<file path="src/rtl/imm_extend_pipe.sv">
// Immediate-extension stage: sign/zero/upper/branch extension feeding a
// 2-entry valid/ready buffer between decode and execute.
//
// Ports:
//   clk, rst        clock, async active-high reset
//   flush           synchronous buffer clear (wins over push/pop)
//   inValid/inReady upstream handshake; inImm, inMode, inTag payload
//   outValid/outReady downstream handshake; outData, outTag = head entry
module imm_extend_pipe #(
    parameter int IN_WIDTH  = 16,
    parameter int OUT_WIDTH = 32,
    parameter int BR_SHIFT  = 2,
    parameter int TAG_WIDTH = 5
) (
    input  logic                 clk,
    input  logic                 rst,
    input  logic                 flush,
    input  logic                 inValid,
    output logic                 inReady,
    input  logic [IN_WIDTH-1:0]  inImm,
    input  logic [1:0]           inMode,
    input  logic [TAG_WIDTH-1:0] inTag,
    output logic                 outValid,
    input  logic                 outReady,
    output logic [OUT_WIDTH-1:0] outData,
    output logic [TAG_WIDTH-1:0] outTag
);

    localparam int E = OUT_WIDTH - IN_WIDTH;

    localparam logic [1:0] MODE_SIGN   = 2'b00;
    localparam logic [1:0] MODE_ZERO   = 2'b01;
    localparam logic [1:0] MODE_UPPER  = 2'b10;

    logic [OUT_WIDTH-1:0] signExt;
    logic [OUT_WIDTH-1:0] extData;

    logic [1:0]           count;
    logic [OUT_WIDTH-1:0] headData;
    logic [TAG_WIDTH-1:0] headTag;
    logic [OUT_WIDTH-1:0] tailData;
    logic [TAG_WIDTH-1:0] tailTag;

    logic push;
    logic pop;

    always_comb begin
        signExt = {{E{inImm[IN_WIDTH-1]}}, inImm};
        extData = signExt;
        case (inMode)
            MODE_SIGN:  extData = signExt;
            MODE_ZERO:  extData = {{E{1'b0}}, inImm};
            MODE_UPPER: extData = {inImm, {E{1'b0}}};
            default:    extData = signExt << BR_SHIFT;
        endcase
    end

    // Ready comes only from registered occupancy, so execute-side
    // backpressure never forms a combinational path back to decode.
    assign inReady  = (count != 2'd2);
    assign outValid = (count != 2'd0);
    assign outData  = headData;
    assign outTag   = headTag;

    assign push = inValid & inReady;
    assign pop  = outValid & outReady;

    // The head slot always drives the outputs; the tail slot only holds
    // the second entry while the buffer is full.
    always_ff @(posedge clk or posedge rst) begin
        if (rst) begin
            count    <= 2'd0;
            headData <= '0;
            headTag  <= '0;
            tailData <= '0;
            tailTag  <= '0;
        end else if (flush) begin
            count <= 2'd0;
        end else if (push && !pop) begin
            if (count == 2'd0) begin
                headData <= extData;
                headTag  <= inTag;
            end else begin
                tailData <= extData;
                tailTag  <= inTag;
            end
            count <= count + 2'd1;
        end else if (pop && !push) begin
            // Empty-after-pop keeps the old head so outData holds its value.
            if (count == 2'd2) begin
                headData <= tailData;
                headTag  <= tailTag;
            end
            count <= count - 2'd1;
        end else if (push && pop) begin
            // Only reachable with one entry: the new word replaces the head.
            headData <= extData;
            headTag  <= inTag;
        end
    end

endmodule
</file>
<file path="config.mk">
export PLATFORM = sky130hd
export DESIGN_NAME = imm_extend_pipe
export DESIGN_NICKNAME = d
export VERILOG_FILES = /design/src/rtl/imm_extend_pipe.sv
export SDC_FILE = /design/constraint.sdc
export NUM_CORES = 1
export LEC_CHECK = 0
export ABC_AREA = 1
export CORE_MARGIN = 10
export CORE_UTILIZATION = 55
export CTS_BUF_LIST = sky130_fd_sc_hd__clkbuf_4 sky130_fd_sc_hd__clkbuf_8
export DETAILED_ROUTE_END_ITERATION = 6
export HOLD_SLACK_MARGIN = 0.15
export PLACE_DENSITY_LB_ADDON = 0.3
export SETUP_SLACK_MARGIN = 0.02
export SYNTH_ARGS = -nofsm -noshare
export SYNTH_HDL_FRONTEND = slang
export SYNTH_SLANG_ARGS = --single-unit
</file>
<file path="constraint.sdc">
create_clock -name clk -period 2.75 [get_ports clk]
set_clock_uncertainty 0.1 [all_clocks]
set_input_delay 0.55 -clock clk [delete_from_list [all_inputs] [get_ports clk]]
set_output_delay 0.55 -clock clk [all_outputs]
set_load 0.05 [all_outputs]
</file>
* Word level (Yosys, flattened, before mapping)
Cells that the tools add are included.
** Word-level totals
- Bits in registers :: 76
- Input port bits :: 28
- Output and inout bits :: 39
- Logic and storage cells :: 43
** Operators by class
- Add/sub/neg operators :: 2
- Equal/unequal tests :: 6
- Mux-type cells :: 14
- Bitwise gates (word level) :: 4
- Reductions and logical operators :: 12
** Operators with widths (count)
- 2-to-1 mux 32 bit :: 5
- case mux 32 bit (3 select lines) :: 1
- 2-to-1 mux 5 bit :: 5
- 2-to-1 mux 2 bit :: 3
- nonzero test 3 bit :: 2
- equality test 2 bit, second input constant :: 2
- zero test 2 bit :: 2
- AND reduction 4 bit :: 1
- logical AND 1 bit :: 3
- != test 3 x 2 -> 1 bit, second input constant :: 1
- AND reduction 3 bit :: 1
- adder 2 x 1 -> 2 bit, second input constant :: 1
- bitwise AND 1 bit :: 2
- equality test 2 x 1 -> 1 bit, second input constant :: 1
- zero test 1 bit :: 2
- != test 2 x 1 -> 1 bit, second input constant :: 1
- != test 2 bit, second input constant :: 1
- inverter 1 bit :: 2
- nonzero test 2 bit :: 1
- subtractor 2 x 1 -> 2 bit, second input constant :: 1

* Depth between registers and ports, before layout
Gate-level depths: netlist of the first run.
- Word-level depth :: 7
- Mapped depth :: 9
- Mapped depth without buffers :: 8

* Worst setup path after synthesis of the first run
OpenSTA, ideal clock, no wires.
- Path type :: input to register
- Start :: in inMode[0]
- End :: reg headData[17] (netlist: outData[17])
- Setup time :: 0.118 ns
- Arrival time :: 1.460 ns
- Setup slack :: 1.072 ns
- Stages on the path :: 8
- Cell sequence :: buf_4 > nand3_1 > clkbuf_1 > nand3_1 > nand2_1 > nand2_1 > nand2_1 > nand2_1
** Between the ends
- Cells in the longest elaborated chain, start to end :: 5
- Elaborated cells between the ends (all ways) :: 8
** Ends and longest elaborated chain
- from (decl) :: line 21 : input logic [1:0] inMode,
- equality test 2 bit (tied with other cells) :: line 50 : case (inMode)
- case mux 32 bit (3 select lines) (*) :: line 50
- 2-to-1 mux 32 bit :: line 95 : end else if (push && pop) begin
- 2-to-1 mux 32 bit :: line 88 : end else if (pop && !push) begin
- 2-to-1 mux 32 bit (*) :: line 79 : end else if (push && !pop) begin
- to (signal assigned) :: line 81 : headData <= extData;
- to (signal assigned) :: line 91 : headData <= tailData;
- to (signal assigned) :: line 97 : headData <= extData;
- to (decl) :: line 39 : logic [OUT_WIDTH-1:0] headData;
Every way passes the cells marked *; elsewhere a longest branch is shown, timed or not. The select of a mux whose other input is x is not followed.
A chain may end at the register's enable or synchronous reset.

* Worst setup path in the final report of the first run
- Start :: reg count[1]
- End :: out outValid
** Between the ends
- Cells in the longest elaborated chain, start to end :: 1
** Ends and longest elaborated chain
- from (decl) :: line 38 : logic [1:0] count;
- from (signal assigned) :: line 87 : count <= count + 2'd1;
- from (signal assigned) :: line 94 : count <= count - 2'd1;
- nonzero test 2 bit :: line 61 : assign outValid = (count != 2'd0);
- to (decl) :: line 23 : output logic outValid,
Every way passes these cells.

==> out/qor.csv, run 1 <==
metric,value,unit
hold_violations,0,
drtPass1Iterations,7,
switchingPower,2.61,mW
max_freq,397,MHz
clockBufferDepth,2,
yosysTopAreaCell,dfrtp_1,
hold_depth,2,
start_util,0.562,
pwr_density_cell,1140,nW/um2
tightestPinTransition,0.685,ns
die-width,106,um
grt_pass1_vias,3810,
setup_viol,0,
place_hpwl,7.35,mm
critPathTopFamily,buffers and inverters,
pwr-share-comb,0.494,
vias,3889,
slowest_stage,clkdlybuf4s50_1,
fin_crit,2.52,ns
worstSetupEndpointType,output port,
cts_setup_buffers,0,
synth-seq-cells,76,
place.gp.congestion,0.947,
yosysTopAreaCellShare,0.471,
h-tree-depth,3,
cts_tree,yes,
dieArea,11200,um2
maxSlewHeadroom,0.541,
syn_to_final_growth,23.0,%
worstPathMaxFanout,7,
seqPwrFrac,0.333,
dpl_cell_area,4740,um2
core,7180,um2
io_buffer_count,66,
cts.sinks,76,
num_rows,31,
rsz0062_at_grt,no,
insertion_delay,0.36,ns
fin_ws,0.229,ns
cts_resized,0,
worstSetupPathType,flip-flop to output port,
die_h,106,um
track_usage,0.201,
max_stage_delay,0.83,ns
nets,644,
crit_required,2.10,ns
ys_types,17,
yosys_warnings,0,
crit_arrival,1.87,ns
dp_slack,0.317,ns
r2r_cells,7,
cp-start-kind,flip-flop,
cts_buffers,9,
finalMaxSlewViolations,0,
clk_pin_slew,0.08,ns
synth_cells,559,
drt_iter0_markers,353,
swShare,0.463,
status,finished clean,
synth_area_leaders,"dfrtp_1 (47%), nand2_1 (26%), nand3_1 (14%), buf_4 (2.4%), o21ai_0 (2.0%)",
maxCapViolations,0,
avgSynthCellArea,7.22,um2
gr-total-overflow,0,
path_depth,3,
hp-class,flip-flop to flip-flop,
ctsHoldBuffers,0,
io_pins,67,
antenna_found_initial,0,
finalCritPeriodShare,0.917,
avgViaCountPerCell,5.41,
final.setup.tns,0,ns
wl_per_cell,15.2,um
crit_chain,inv_1 -> nand2_1 -> clkdlybuf4s50_1,
drt-total-wl,10.9,mm
diodes,0,
grt_max_degree,38,
crit_buf_inv,2,
final.fill_count,595,
p_leak,2.65,nW
layout-drive-gt1-share,0.0677,
cell_internal_pwr,3.03,mW
drcViolationCount,0,
detail-route-antenna-nets,0,
synth_nets,587,
ir_drop,0.000665,V
grt_pass1_wl,18.7,mm
netlist_area,4030,um2
cts_root_buf,clkbuf_8,
design_area,4960,um2
seq_area_frac_synth,0.471,
clkPwrFrac,0.173,
==> power groups by stage <==
stage	logic [mW]	clock network [mW]	registers, mW
finish	2.79	0.974	1.88
CTS	2.81	0.981	1.87
global placement	2.74	0	1.87
floorplan	1.04	0	2.77
global route	3.00	1.03	1.94
detailed placement	2.79	0	1.89
==> worst min-delay path, cell delays in order (launching register included) <==
cell,delay (ns)
dfrtp_1,0.35
nand2_1,0.05
nand2_1,0.04
==> cell type report <==
type	instances	area, um2	share of cell area
clock buffers	11	151	0.0305
clock inverters	4	72.6	0.0146
inverters	17	63.8	0.0129
multi-input cells	429	1820	0.367
repair buffers	83	826	0.166
flip-flops and latches	76	1900	0.383
well taps	99	124	0.0250
==> sequential cells by signal (all words and copies together) (netlist names) <==
signal	cells
count	2
outData	32
outTag	5
tailData	32
tailTag	5
==> kinds of logic after synthesis <==
| kind of cell | after synthesis | share of synthesized area |
|---|---|---|
| AND/OR/NAND/NOR | 412 | 0.430 |
| flip-flops | 76 | 0.471 |
| AO/OA/AOI/OAI | 17 | 0.0211 |
| buffers and inverters | 54 | 0.0779 |
==> placed cells by master (no fill, tap or decap), drive strengths merged <==
cell / instances
a21oi: 1
buf: 17
bufinv: 2
clkbuf: 11
clkdlybuf4s50: 66
clkinv: 3
clkinvlp: 1
dfrtp: 76
inv: 15
nand2: 285
nand3: 116
nand4: 1
nor2: 9
nor3: 1
o21ai: 16
==> routing by layer <==
layer / track usage / up-vias / wire length, um
li1: - / 1883 / -
met2: 0.305 / 172 / 5190
met5: 0 / - / 0
met4: 0.0841 / 0 / 189
met3: 0.0633 / 24 / 886
met1: 0.260 / 1810 / 4680
==> synth_stat cells (all sizes together) <==
library cell,n
nand2,285
nand3,116
dfrtp,76
buf,33
o21ai,16
inv,15
nor2,9
clkbuf,4
clkinv,2
a21oi,1
nand4,1
nor3,1
==> worst paths after layout <==
kind                                   start            to  slack, ns
max in group asynchronous                rst  tailData[12]       1.50
worst max-delay path                count[1]      outValid       0.23
worst min-delay path            tailData[30]  tailData[30]       0.37
worst min register to register  tailData[30]  tailData[30]       0.37
worst max register to register      count[1]   outData[25]       0.79
min in group asynchronous                rst   outData[13]       0.48
==> metrics by stage <==
stage	instances	power (mW)	util	hold slack, ns
floorplan	559	3.81	-	0.343
global placement	704	4.61	0.660	0.353
detailed placement	704	4.68	0.660	0.359
CTS	719	5.66	0.691	0.377
global route	719	5.97	0.691	0.396
finish	719	5.64	0.691	0.375
(Power assumes the default switching activity.)
==> inputs of run 2 (changes only) <==
--- a/config.mk
+++ b/config.mk
@@ -12,6 +12,7 @@
 export DETAILED_ROUTE_END_ITERATION = 6
 export HOLD_SLACK_MARGIN = 0.15
 export PLACE_DENSITY_LB_ADDON = 0.3
+export RECOVER_POWER = 50
 export SETUP_SLACK_MARGIN = 0.02
 export SYNTH_ARGS = -nofsm -noshare
 export SYNTH_HDL_FRONTEND = slang
==> run 2 against run 1 <==
Sequential share of layout area grew 0.49 points. Die area is the same. Global-route usage is the same. Sequential power is essentially flat. Cell area shrank 1.3%. First-iteration DRC count shrank 0.28%. Clock power is essentially flat. Routed wire length grew 0.29%. Combinational power is essentially flat. Largest cell class unchanged.
==> out/qor.csv, run 2 (same netlist as run 1, synthesis figures left out) <==
metric,value,unit
status,finished clean,
place.gp.congestion,0.947,
grt_max_degree,38,
maxCapViolations,0,
io_buffer_count,66,
drcViolationCount,0,
layout_common_cells,"nand2_1 (282), nand3_1 (115), dfrtp_1 (76)",
worstSetupEndpointType,output port,
drtPass1Iterations,6,
h-tree-depth,3,
syn_to_final_growth,21.4,%
setup_viol,0,
multi_input_area,1800,um2
core,7180,um2
hp-class,flip-flop to flip-flop,
met1_length,4.55,mm
crit_chain,inv_1 -> nand2_1 -> clkdlybuf4s50_1,
finalCritPeriodShare,0.920,
die_h,106,um
vias,3938,
fin_worst_hold_slack,0.376,ns
grt_pass1_wl,18.7,mm
diodes,0,
maxSlewHeadroom,0.350,
crit_arrival,1.88,ns
cp-start-kind,flip-flop,
finalMaxSlewViolations,0,
grt_pass1_vias,3810,
max_freq,395,MHz
hold_violations,0,
die-width,106,um
p_leak,2.63,nW
met2_length,5.18,mm
crit_required,2.10,ns
final_common_cell,nand2_1,
start_util,0.562,
track_usage,0.201,
drt-total-wl,11.0,mm
slowest_stage,clkdlybuf4s50_1,
place_hpwl,7.35,mm
fin_total_pwr,5.61,mW
detail-route-antenna-nets,0,
tightestPinTransition,0.974,ns
rsz0062_at_grt,no,
ctsHoldBuffers,0,
dpl_cell_area,4740,um2
fin_ws,0.219,ns
worstSetupPathType,flip-flop to output port,
cts_root_buf,clkbuf_8,
cts.sinks,76,
gr-total-overflow,0,
drt_iter0_markers,352,
num_rows,31,
final.fill_count,606,
fin_crit,2.53,ns
routed.top_layer,met4,
clockBufferDepth,2,
ir_drop,0.000665,V
avgViaCountPerCell,5.48,
wl_per_cell,15.3,um
insertion_delay,0.36,ns
layout-drive-gt1-share,0.0613,
final.setup.tns,0,ns
wl_met3,992,um
io_pins,67,
clk_pin_slew,0.08,ns
dp_slack,0.317,ns
cts_resized,0,
cts_tree,yes,
design_area,4900,um2
cts_setup_buffers,0,
pwr_density_cell,1150,nW/um2
antenna_found_initial,0,
cts_buffers,9,
max_stage_delay,0.83,ns
worstPathMaxFanout,7,
dieArea,11200,um2
regArea,1900,um2
nets,644,
-- run 2: cell types whose count changed in the layout (fill, tap and decap cells not counted), moves of 2 or more --
cell | before | now
nor2_1 | 5 | 7
buf_12 | 3 | 0
nor2_4 | 3 | 1
clkbuf_2 | 0 | 3
-- run 2: worst max-delay path, delay by kind of cell (launching register included) --
kind,cells,cell delay [ns]
buf+inv,2,0.91
flops,1,0.47
simple gates,1,0.15
-- run 2: worst paths after layout --
check                                  start      endpoint  slack (ns)  cells past startpoint
worst max-delay path                count[1]      outValid        0.22                      3
worst min-delay path            tailData[20]  tailData[20]        0.38                      2
worst max register to register      count[1]    tailTag[1]        0.42                      7
worst min register to register  tailData[20]  tailData[20]        0.38                      2
max in group asynchronous                rst  tailData[12]        0.55                      3
min in group asynchronous                rst   outData[13]        0.76                      2
-- run 2: cell type report --
cell class / instances / area share
sequential: 76 / 0.388
multi-input combinational: 429 / 0.368
timing repair buffer: 83 / 0.159
clock buffer: 11 / 0.0309
tap: 99 / 0.0253
clock inverter: 4 / 0.0148
inverter: 17 / 0.0130
-- run 2: power by group --
part,internal (mW),switching (mW)
sequential,1.60,0.272
combinational,0.851,1.91
clock,0.554,0.418
total,3.01,2.60
-- run 2: per-layer routing --
metal  vias to the layer above  GRT usage
li1                       1884          -
met3                        28     0.0633
met2                       199      0.305
met1                      1827      0.260
met5                         -          0
met4                         0     0.0841
-- run 2: through the flow --
step | cells | util
3_5_place_dp | 704 | 0.660
6_report | 719 | 0.682
2_1_floorplan | 559 | -
5_1_grt | 719 | 0.682
4_1_cts | 719 | 0.691
3_3_place_gp | 704 | 0.660
==> inputs of run 3 (changes only) <==
--- a/config.mk
+++ b/config.mk
@@ -7,9 +7,10 @@
 export LEC_CHECK = 0
 export ABC_AREA = 1
 export CORE_MARGIN = 10
-export CORE_UTILIZATION = 55
+export CORE_UTILIZATION = 65
 export CTS_BUF_LIST = sky130_fd_sc_hd__clkbuf_4 sky130_fd_sc_hd__clkbuf_8
 export DETAILED_ROUTE_END_ITERATION = 6
+export DONT_BUFFER_PORTS = 1
 export HOLD_SLACK_MARGIN = 0.15
 export PLACE_DENSITY_LB_ADDON = 0.3
 export RECOVER_POWER = 50
==> run 3 against run 2 <==
Critical path depth up 4. Clock-buffer cell count down 1. Sequential cell count unchanged. Largest power group is now registers. Highest routed layer unchanged.
==> out/qor.csv, run 3 (same netlist as run 1, synthesis figures left out) <==
metric,value,unit
crit_arrival,2.39,ns
num_rows,28,
regArea,1900,um2
dpl.cell_count,604,
gr-total-overflow,0,
p_leak,2.34,nW
grt_max_degree,50,
max_freq,457,MHz
cell_internal_pwr,2.47,mW
avgViaCountPerCell,5.86,
grt_pass1_vias,3282,
pwr_density_cell,1200,nW/um2
start_util,0.677,
final_util,0.701,
die-width,98.8,um
syn_to_final_growth,3.50,%
cp-start-kind,flip-flop,
cts_tree,yes,
dieArea,9760,um2
wl_per_cell,16.8,um
worstSetupPathType,flip-flop to flip-flop,
diodes,0,
die_h,98.8,um
fin_cells,621,
seqPwrFrac,0.570,
cts_setup_buffers,0,
antenna_found_initial,0,
hp-class,input pin to flip-flop,
place_hpwl,6.93,mm
tightestPinTransition,1.06,ns
maxCapViolations,0,
layout-drive-gt1-share,0.0586,
clk_pin_slew,0.08,ns
finalCritPeriodShare,0.796,
io_pins,67,
drcViolationCount,0,
track_usage,0.210,
grt_pass1_wl,16.9,mm
rsz0062_at_grt,no,
drtPass1Iterations,5,
detail-route-antenna-nets,0,
maxSlewHeadroom,0.294,
multi_input_area,1820,um2
clockBufferDepth,2,
worstPathMaxFanout,37,
met2_length,5.03,mm
insertion_delay,0.35,ns
switchingPower,2.53,mW
vias,3636,
met1_length,4.17,mm
ctsHoldBuffers,1,
hold_violations,0,
drt-total-wl,10.4,mm
status,finished clean,
core,5960,um2
finalMaxSlewViolations,0,
worstSetupEndpointType,flip-flop,
final.fill_count,479,
cts.sinks,76,
h-tree-depth,3,
ir_drop,0.000803,V
final.setup.tns,0,ns
nets,569,
cts_buffers,9,
io_buffer_count,0,
clkPwrFrac,0.189,
routed.top_layer,met4,
cts_resized,0,
cts_root_buf,clkbuf_8,
wl_met3,1.09,mm
swShare,0.506,
final_common_cell,nand2_1,
crit_required,2.95,ns
fin_crit,2.19,ns
drt_iter0_markers,496,
layout_common_cells,"nand2_1 (281), nand3_1 (115), dfrtp_1 (76)",
pwr-share-comb,0.241,
setup_viol,0,
place.gp.congestion,0.948,
[run 3: critical path, cell delays in order (launching register included)]
cell and delay [ns]:
dfrtp_1 0.41, inv_1 0.15, nand2_2 0.24, nand2_1 0.13, nand3_1 0.14, nor2_4 0.65, nand2_1 0.19, nand2_1 0.10
[run 3: cell type report]
class | count | share of cell area
Inverter | 17 | 0.0153
Sequential cell | 76 | 0.455
Timing Repair Buffer | 8 | 0.0180
Clock buffer | 10 | 0.0315
Multi-Input combinational cell | 429 | 0.436
Clock inverter | 6 | 0.0213
Tap cell | 75 | 0.0225
[run 3: path summary, 6_finish.rpt]
kind                              start            to  slack [ns]  cells past startpoint
hold / removal                 inTag[1]    tailTag[1]        0.24                      2
max in group asynchronous           rst    tailTag[3]        0.94                      3
min in group asynchronous           rst     outTag[2]        0.79                      2
hold reg to reg            tailData[14]  tailData[14]        0.38                      2
setup reg to reg               count[0]   outData[20]        0.56                      7
setup / recovery               count[0]   outData[20]        0.56                      7
[run 3: power groups by stage]
stage                     Combinational, mW  Sequential, mW  Clock (mW)
after floorplan                        1.04            2.77           0
after global placement                 1.13            2.86           0
after detailed placement               1.19            2.88           0
after CTS                              1.20            2.86       0.959
after global routing                   1.37            2.91        1.01
final                                  1.21            2.85       0.946
[run 3: metal layers]
metal / GRT usage / up-vias
met5: 0 / -
met4: 0.0717 / 0
li1: - / 1741
met3: 0.0726 / 15
met2: 0.332 / 178
met1: 0.262 / 1702
[run 3: per-stage QoR]
step / instance area [um2] / hold WS, ns / worst slack (ns) / power, mW
floorplan: 4030 / 0.343 / 0.162 / 3.81
finish: 4180 / 0.235 / 0.561 / 5.00
CTS: 4180 / 0.231 / 0.590 / 5.02
global placement: 3950 / 0.353 / 0.730 / 3.99
global route: 4180 / 0.231 / 0.400 / 5.29
detailed placement: 3950 / 0.360 / 0.619 / 4.07
